File: src/rtl/player_hit_detector.sv
// player_hit_detector
//   Player-side receiver of the enemy projectile interface. Each cycle the
//   projectile position is tested against the player hitbox. A hit returns a
//   one-cycle destroy pulse to the invader, takes a life and opens an
//   invulnerability window. Game over is flagged when lives run out.
//
// Ports
//   clk_4               in   game logic clock (rising edge)
//   clr_n               in   synchronous active-low reset
//   play                in   game running; low returns the block to IDLE
//   enemy_projectiles_x in   [9:0] projectile x
//   enemy_projectiles_y in   [9:0] projectile y, 0 = no projectile in flight
//   player_x            in   [9:0] player centre x
//   player_y            in   [9:0] player centre y
//   destroy             out  one-cycle pulse: invader clears its projectile
//   lives               out  [2:0] remaining lives
//   invuln              out  high during the invulnerability window
//   game_over           out  high once all lives are lost
//   hit_count           out  [7:0] hits this game, saturating at 255
module player_hit_detector #(
    parameter int START_LIVES   = 3,
    parameter int HIT_HALF_W    = 8,
    parameter int HIT_HALF_H    = 8,
    parameter int INVULN_CYCLES = 120
) (
    input  logic       clk_4,
    input  logic       clr_n,
    input  logic       play,
    input  logic [9:0] enemy_projectiles_x,
    input  logic [9:0] enemy_projectiles_y,
    input  logic [9:0] player_x,
    input  logic [9:0] player_y,
    output logic       destroy,
    output logic [2:0] lives,
    output logic       invuln,
    output logic       game_over,
    output logic [7:0] hit_count
);

    typedef enum logic [2:0] {
        S_IDLE,
        S_ARMED,
        S_HIT,
        S_INVULN,
        S_OVER
    } state_e;

    localparam logic [2:0]  START_L     = 3'(START_LIVES);
    localparam logic [10:0] HALF_W      = 11'(HIT_HALF_W);
    localparam logic [10:0] HALF_H      = 11'(HIT_HALF_H);
    localparam logic [15:0] INVULN_LOAD = 16'(INVULN_CYCLES - 1);

    state_e      state_q, state_d;
    logic        destroy_q, destroy_d;
    logic [2:0]  lives_q, lives_d;
    logic        invuln_q, invuln_d;
    logic        game_over_q, game_over_d;
    logic [7:0]  hit_count_q, hit_count_d;
    logic [15:0] timer_q, timer_d;

    // Hitbox test. Everything is widened to 11 bits so the absolute
    // difference and the upper bound cannot wrap; the lower bound clamps at 0.
    logic [10:0] ex_w, px_w, ey_w, py_w;
    logic [10:0] dx, y_lo, y_hi;
    logic        hit;

    always_comb begin
        ex_w = {1'b0, enemy_projectiles_x};
        px_w = {1'b0, player_x};
        ey_w = {1'b0, enemy_projectiles_y};
        py_w = {1'b0, player_y};
        dx   = (ex_w >= px_w) ? (ex_w - px_w) : (px_w - ex_w);
        y_lo = (py_w >= HALF_H) ? (py_w - HALF_H) : 11'd0;
        y_hi = py_w + HALF_H;
        hit  = (enemy_projectiles_y != 10'd0) && (dx <= HALF_W) &&
               (ey_w >= y_lo) && (ey_w <= y_hi);
    end

    // State register plus the registered outputs and window timer.
    // NOTE: sequential state uses non-blocking assignments so every flop
    // samples the pre-edge values, independent of statement order.
    always_ff @(posedge clk_4) begin
        if (!clr_n) begin
            state_q     <= S_IDLE;
            destroy_q   <= 1'b0;
            lives_q     <= START_L;
            invuln_q    <= 1'b0;
            game_over_q <= 1'b0;
            hit_count_q <= 8'd0;
            timer_q     <= 16'd0;
        end else begin
            state_q     <= state_d;
            destroy_q   <= destroy_d;
            lives_q     <= lives_d;
            invuln_q    <= invuln_d;
            game_over_q <= game_over_d;
            hit_count_q <= hit_count_d;
            timer_q     <= timer_d;
        end
    end

    // Next-state logic; play=0 overrides everything below reset.
    always_comb begin
        // NOTE: default assignment first so no path leaves state_d unassigned
        // (which would infer a latch).
        state_d = state_q;
        if (!play) begin
            state_d = S_IDLE;
        end else begin
            case (state_q)
                S_IDLE:   state_d = S_ARMED;
                S_ARMED:  if (hit) state_d = S_HIT;
                S_HIT:    state_d = (lives_q == 3'd0) ? S_OVER : S_INVULN;
                S_INVULN: if (timer_q == 16'd0) state_d = S_ARMED;
                S_OVER:   state_d = S_OVER;
                default:  state_d = S_IDLE;
            endcase
        end
    end

    // Output/datapath logic: next values of the registered outputs.
    always_comb begin
        destroy_d   = 1'b0;
        lives_d     = lives_q;
        invuln_d    = invuln_q;
        game_over_d = game_over_q;
        hit_count_d = hit_count_q;
        timer_d     = timer_q;
        if (!play || state_q == S_IDLE) begin
            lives_d     = START_L;
            invuln_d    = 1'b0;
            game_over_d = 1'b0;
            hit_count_d = 8'd0;
            timer_d     = 16'd0;
        end else begin
            case (state_q)
                S_ARMED: begin
                    if (hit) begin
                        destroy_d = 1'b1;
                        if (lives_q != 3'd0) lives_d = lives_q - 3'd1;
                        if (hit_count_q != 8'hFF) hit_count_d = hit_count_q + 8'd1;
                    end
                end
                S_HIT: begin
                    if (lives_q == 3'd0) begin
                        game_over_d = 1'b1;
                    end else begin
                        // Loaded with N-1 and run down to 0: N cycles in INVULN.
                        timer_d  = INVULN_LOAD;
                        invuln_d = 1'b1;
                    end
                end
                S_INVULN: begin
                    if (timer_q == 16'd0) invuln_d = 1'b0;
                    else                  timer_d  = timer_q - 16'd1;
                end
                S_OVER: begin
                    lives_d     = 3'd0;
                    game_over_d = 1'b1;
                end
                default: ;
            endcase
        end
    end

    assign destroy   = destroy_q;
    assign lives     = lives_q;
    assign invuln    = invuln_q;
    assign game_over = game_over_q;
    assign hit_count = hit_count_q;

endmodule
File: config.mk
export PLATFORM = sky130hd
export DESIGN_NAME = player_hit_detector
export DESIGN_NICKNAME = d
export VERILOG_FILES = /design/src/rtl/player_hit_detector.sv
export SDC_FILE = /design/constraint.sdc
export NUM_CORES = 1
export LEC_CHECK = 0
export ABC_AREA = 1
export CELL_PAD_IN_SITES_DETAIL_PLACEMENT = 1
export CELL_PAD_IN_SITES_GLOBAL_PLACEMENT = 2
export CORE_MARGIN = 2
export CORE_UTILIZATION = 29
export DETAILED_ROUTE_END_ITERATION = 12
export PLACE_DENSITY_LB_ADDON = 0.25
export SYNTH_ARGS = -nofsm -noshare
export SYNTH_HDL_FRONTEND = slang
export SYNTH_SLANG_ARGS = --single-unit
File: constraint.sdc
create_clock -name clk_4 -period 3.5 [get_ports clk_4]
set_input_delay 0.525 -clock clk_4 [delete_from_list [all_inputs] [get_ports clk_4]]
set_output_delay 0.525 -clock clk_4 [all_outputs]
set_load 0.01 [all_outputs]
==> run summary <==
Port Buffer Count -> 56
Synth area leaders -> nand2_1 (18%), dfxtp_1 (17%), ha_1 (15%)
max_slew headroom -> 49.4%
fmax -> 306 MHz
Startpoint Class -> input pin
Hold Crit Depth -> 1
WL per Instance -> 12.5 um
Power Density -> 259 nW/um^2
Synth Net Count -> 733
post-layout util -> 38.5%
CP dominant cell by count -> nand2_1
Clock Path Buffers -> 2
Final Net Count -> 814
fin. max-slew vios -> 0
clock latency on the worst-skew pair -> 0.28 ns
status -> complete, no violations
Die H -> 118 um
DP Wirelength -> 9.41 mm
minimum clock period -> 3.27 ns
Levels on crit path -> 28
post-route ant nets -> 0
Ant. Diodes -> 0
Crit Path Class -> in2reg
Die W -> 118 um
largest net degree at the start of global routing -> 14
critical path peak fanout -> 7
Static Leak -> 2.51 nW
Starting DRT DRC Count -> 77
worst stage delay on the critical path -> 0.43 ns
GRT Total Usage -> 16.5%
Synth top area share -> 17.7%
slew at the pin closest to its max-slew limit -> 0.755 ns
Worst EP arrival -> 3.44 ns
routed wire length -> 11.2 mm
Vias -> 4,181
synthesis-to-layout area growth -> 29.2%
Top Ports -> 57
Top delay family on crit path -> simple AND/OR/NAND/NOR gates
final hold violation count -> 0
layout cells sized above 1 -> 10.2%
placed inst area -> 4660 um^2
first-pass GRT wire length -> 19.4 mm
slowest CP cell -> clkdlybuf4s50_1
routability cong. -> 0.852
final instance area -> 4880 um^2
DR pass1 iterations -> 4
Die Footprint -> 14,000 um^2
CTS tree -> built
synthesized flop and latch total -> 33
root buffer cell -> clkbuf_16
Setup Skew -> 0.00555 ns
vias in the first global route -> 4,340
endpoints failing setup -> 0
period utilisation layout -> 93.4%
Syn Inst Count -> 644
H-tree levels -> 2
row count -> 41
Num CTS Buffers -> 5
Finished Layout Cells -> 896
Req. time, crit path -> 3.67 ns
Initial Util -> 29.8%
Syn Area/Cell -> 5.87 um^2
worst vdd rail ir drop -> 0.172 mV
Min-Delay Path Class -> reg2reg
Inst Count DP -> 886
synthesized cell area -> 3780 um^2
vias per std cell -> 4.67
core area -> 12,700 um^2
Worst Setup End Kind -> flip-flop
R2R depth -> 16
max cap viols -> 0
WP buf/inv -> 3
initial antenna violation count -> 0
clk sinks -> 33
register area share after synthesis -> 17.5%
Reg clk slew, reported paths -> 0.05 ns
hold-fix buffers at CTS -> 0
post-synth top area cell -> nand2_1
Synth warnings -> 0
Remaining Overflow, GRT -> 0
DR DRC count -> 0
post-synthesis cell type count -> 39
## logic make-up after synthesis
| logic type | Yosys count | synth area share, % |
|---|---|---|
| flops | 33 | 17.5 |
| compound gates | 65 | 10.0 |
| simple gates | 366 | 42.5 |
| buf+inv | 125 | 12.7 |
| fa+ha+maj | 46 | 15.2 |
| xor+xnor | 9 | 2.09 |
## cell type report
cell class	instances	area, um^2
repair buffers	76	713
flip-flops and latches	33	661
multi-input cells	486	2700
clock buffers	5	125
well taps	172	215
fillers	1714	7790
clock inverters	1	5.00
inverters	123	464
## final timing paths
kind               startpoint           to  slack (ns)
setup / recovery  player_y[4]     lives[2]        0.23
hold / removal     timer_q[8]   timer_q[8]        0.45
setup reg to reg   timer_q[0]  timer_q[15]        1.11
hold reg to reg    timer_q[8]   timer_q[8]        0.45
## metrics by stage
stage	setup TNS [ns]	total power [mW]	hold WS, ns	worst slack [ns]
2_1_floorplan	0	0.695	0.423	0.619
3_3_place_gp	-0.173	0.843	0.438	-0.0527
3_5_place_dp	-1.99	0.853	0.445	-0.221
4_1_cts	0	1.27	0.452	0.0765
5_1_grt	-0.0761	1.36	0.463	-0.0440
6_report	0	1.26	0.450	0.231
## cell usage in the layout (no fill, tap or decap), types with 3 or more instances in the layout
cell	count
clkdlybuf4s50_1	55
a21oi_2	4
xor2_1	7
nor2_4	5
a21oi_1	29
nand4_1	16
nor3_1	10
nor2_1	88
nor2_2	9
nand2_4	3
dfxtp_1	33
o21ai_0	19
buf_4	20
clkbuf_16	5
inv_2	5
nand3_1	41
nand2_2	10
inv_1	117
ha_1	44
nand2_1	175
## registers in the layout, summed over array words and instances (netlist names)
register,count
hit_count,8
state_q,3
game_over,1
invuln,1
destroy,1
timer_q,16
lives,3
## where the power goes
| part | switching (mW) | total [mW] | internal (mW) |
|---|---|---|---|
| Combinational | 0.283 | 0.470 | 0.187 |
| Clock | 0.158 | 0.412 | 0.254 |
| Sequential | 0.00188 | 0.380 | 0.378 |
## routing by layer
layer	vias to the layer above	global-route usage [%]	part of all wire (%)	wire length, um
met4	0	3.31	1.0	116
met2	54	29.2	47	5320
met1	1930	20.8	49	5490
met3	11	2.85	2.8	319
li1	2186	-	-	-
met5	-	0	0	0
## cells in the mapped netlist, drive strengths merged
cell type,count
a31oi,2
o31ai,1
a21boi,1
dfxtp,33
nand4,16
o21a,2
nand2,189
nor2,102
a221oi,1
nand3,44
nand3b,1
clkbuf,1
o31a,1
inv,123
a21oi,34
ha,46
o22ai,1
buf,1
a211oi,1
o21ai,20
xor2,7
xnor2,2
or2,3
a21o,1
nor3,11
## repair_timing
action / 4_1_cts / 5_1_grt
setup buffers: 0 / 4
endpoints found under the setup margin: 0 / 14
resized for setup: 0 / 17
Power figures use the tool's default switching activity.
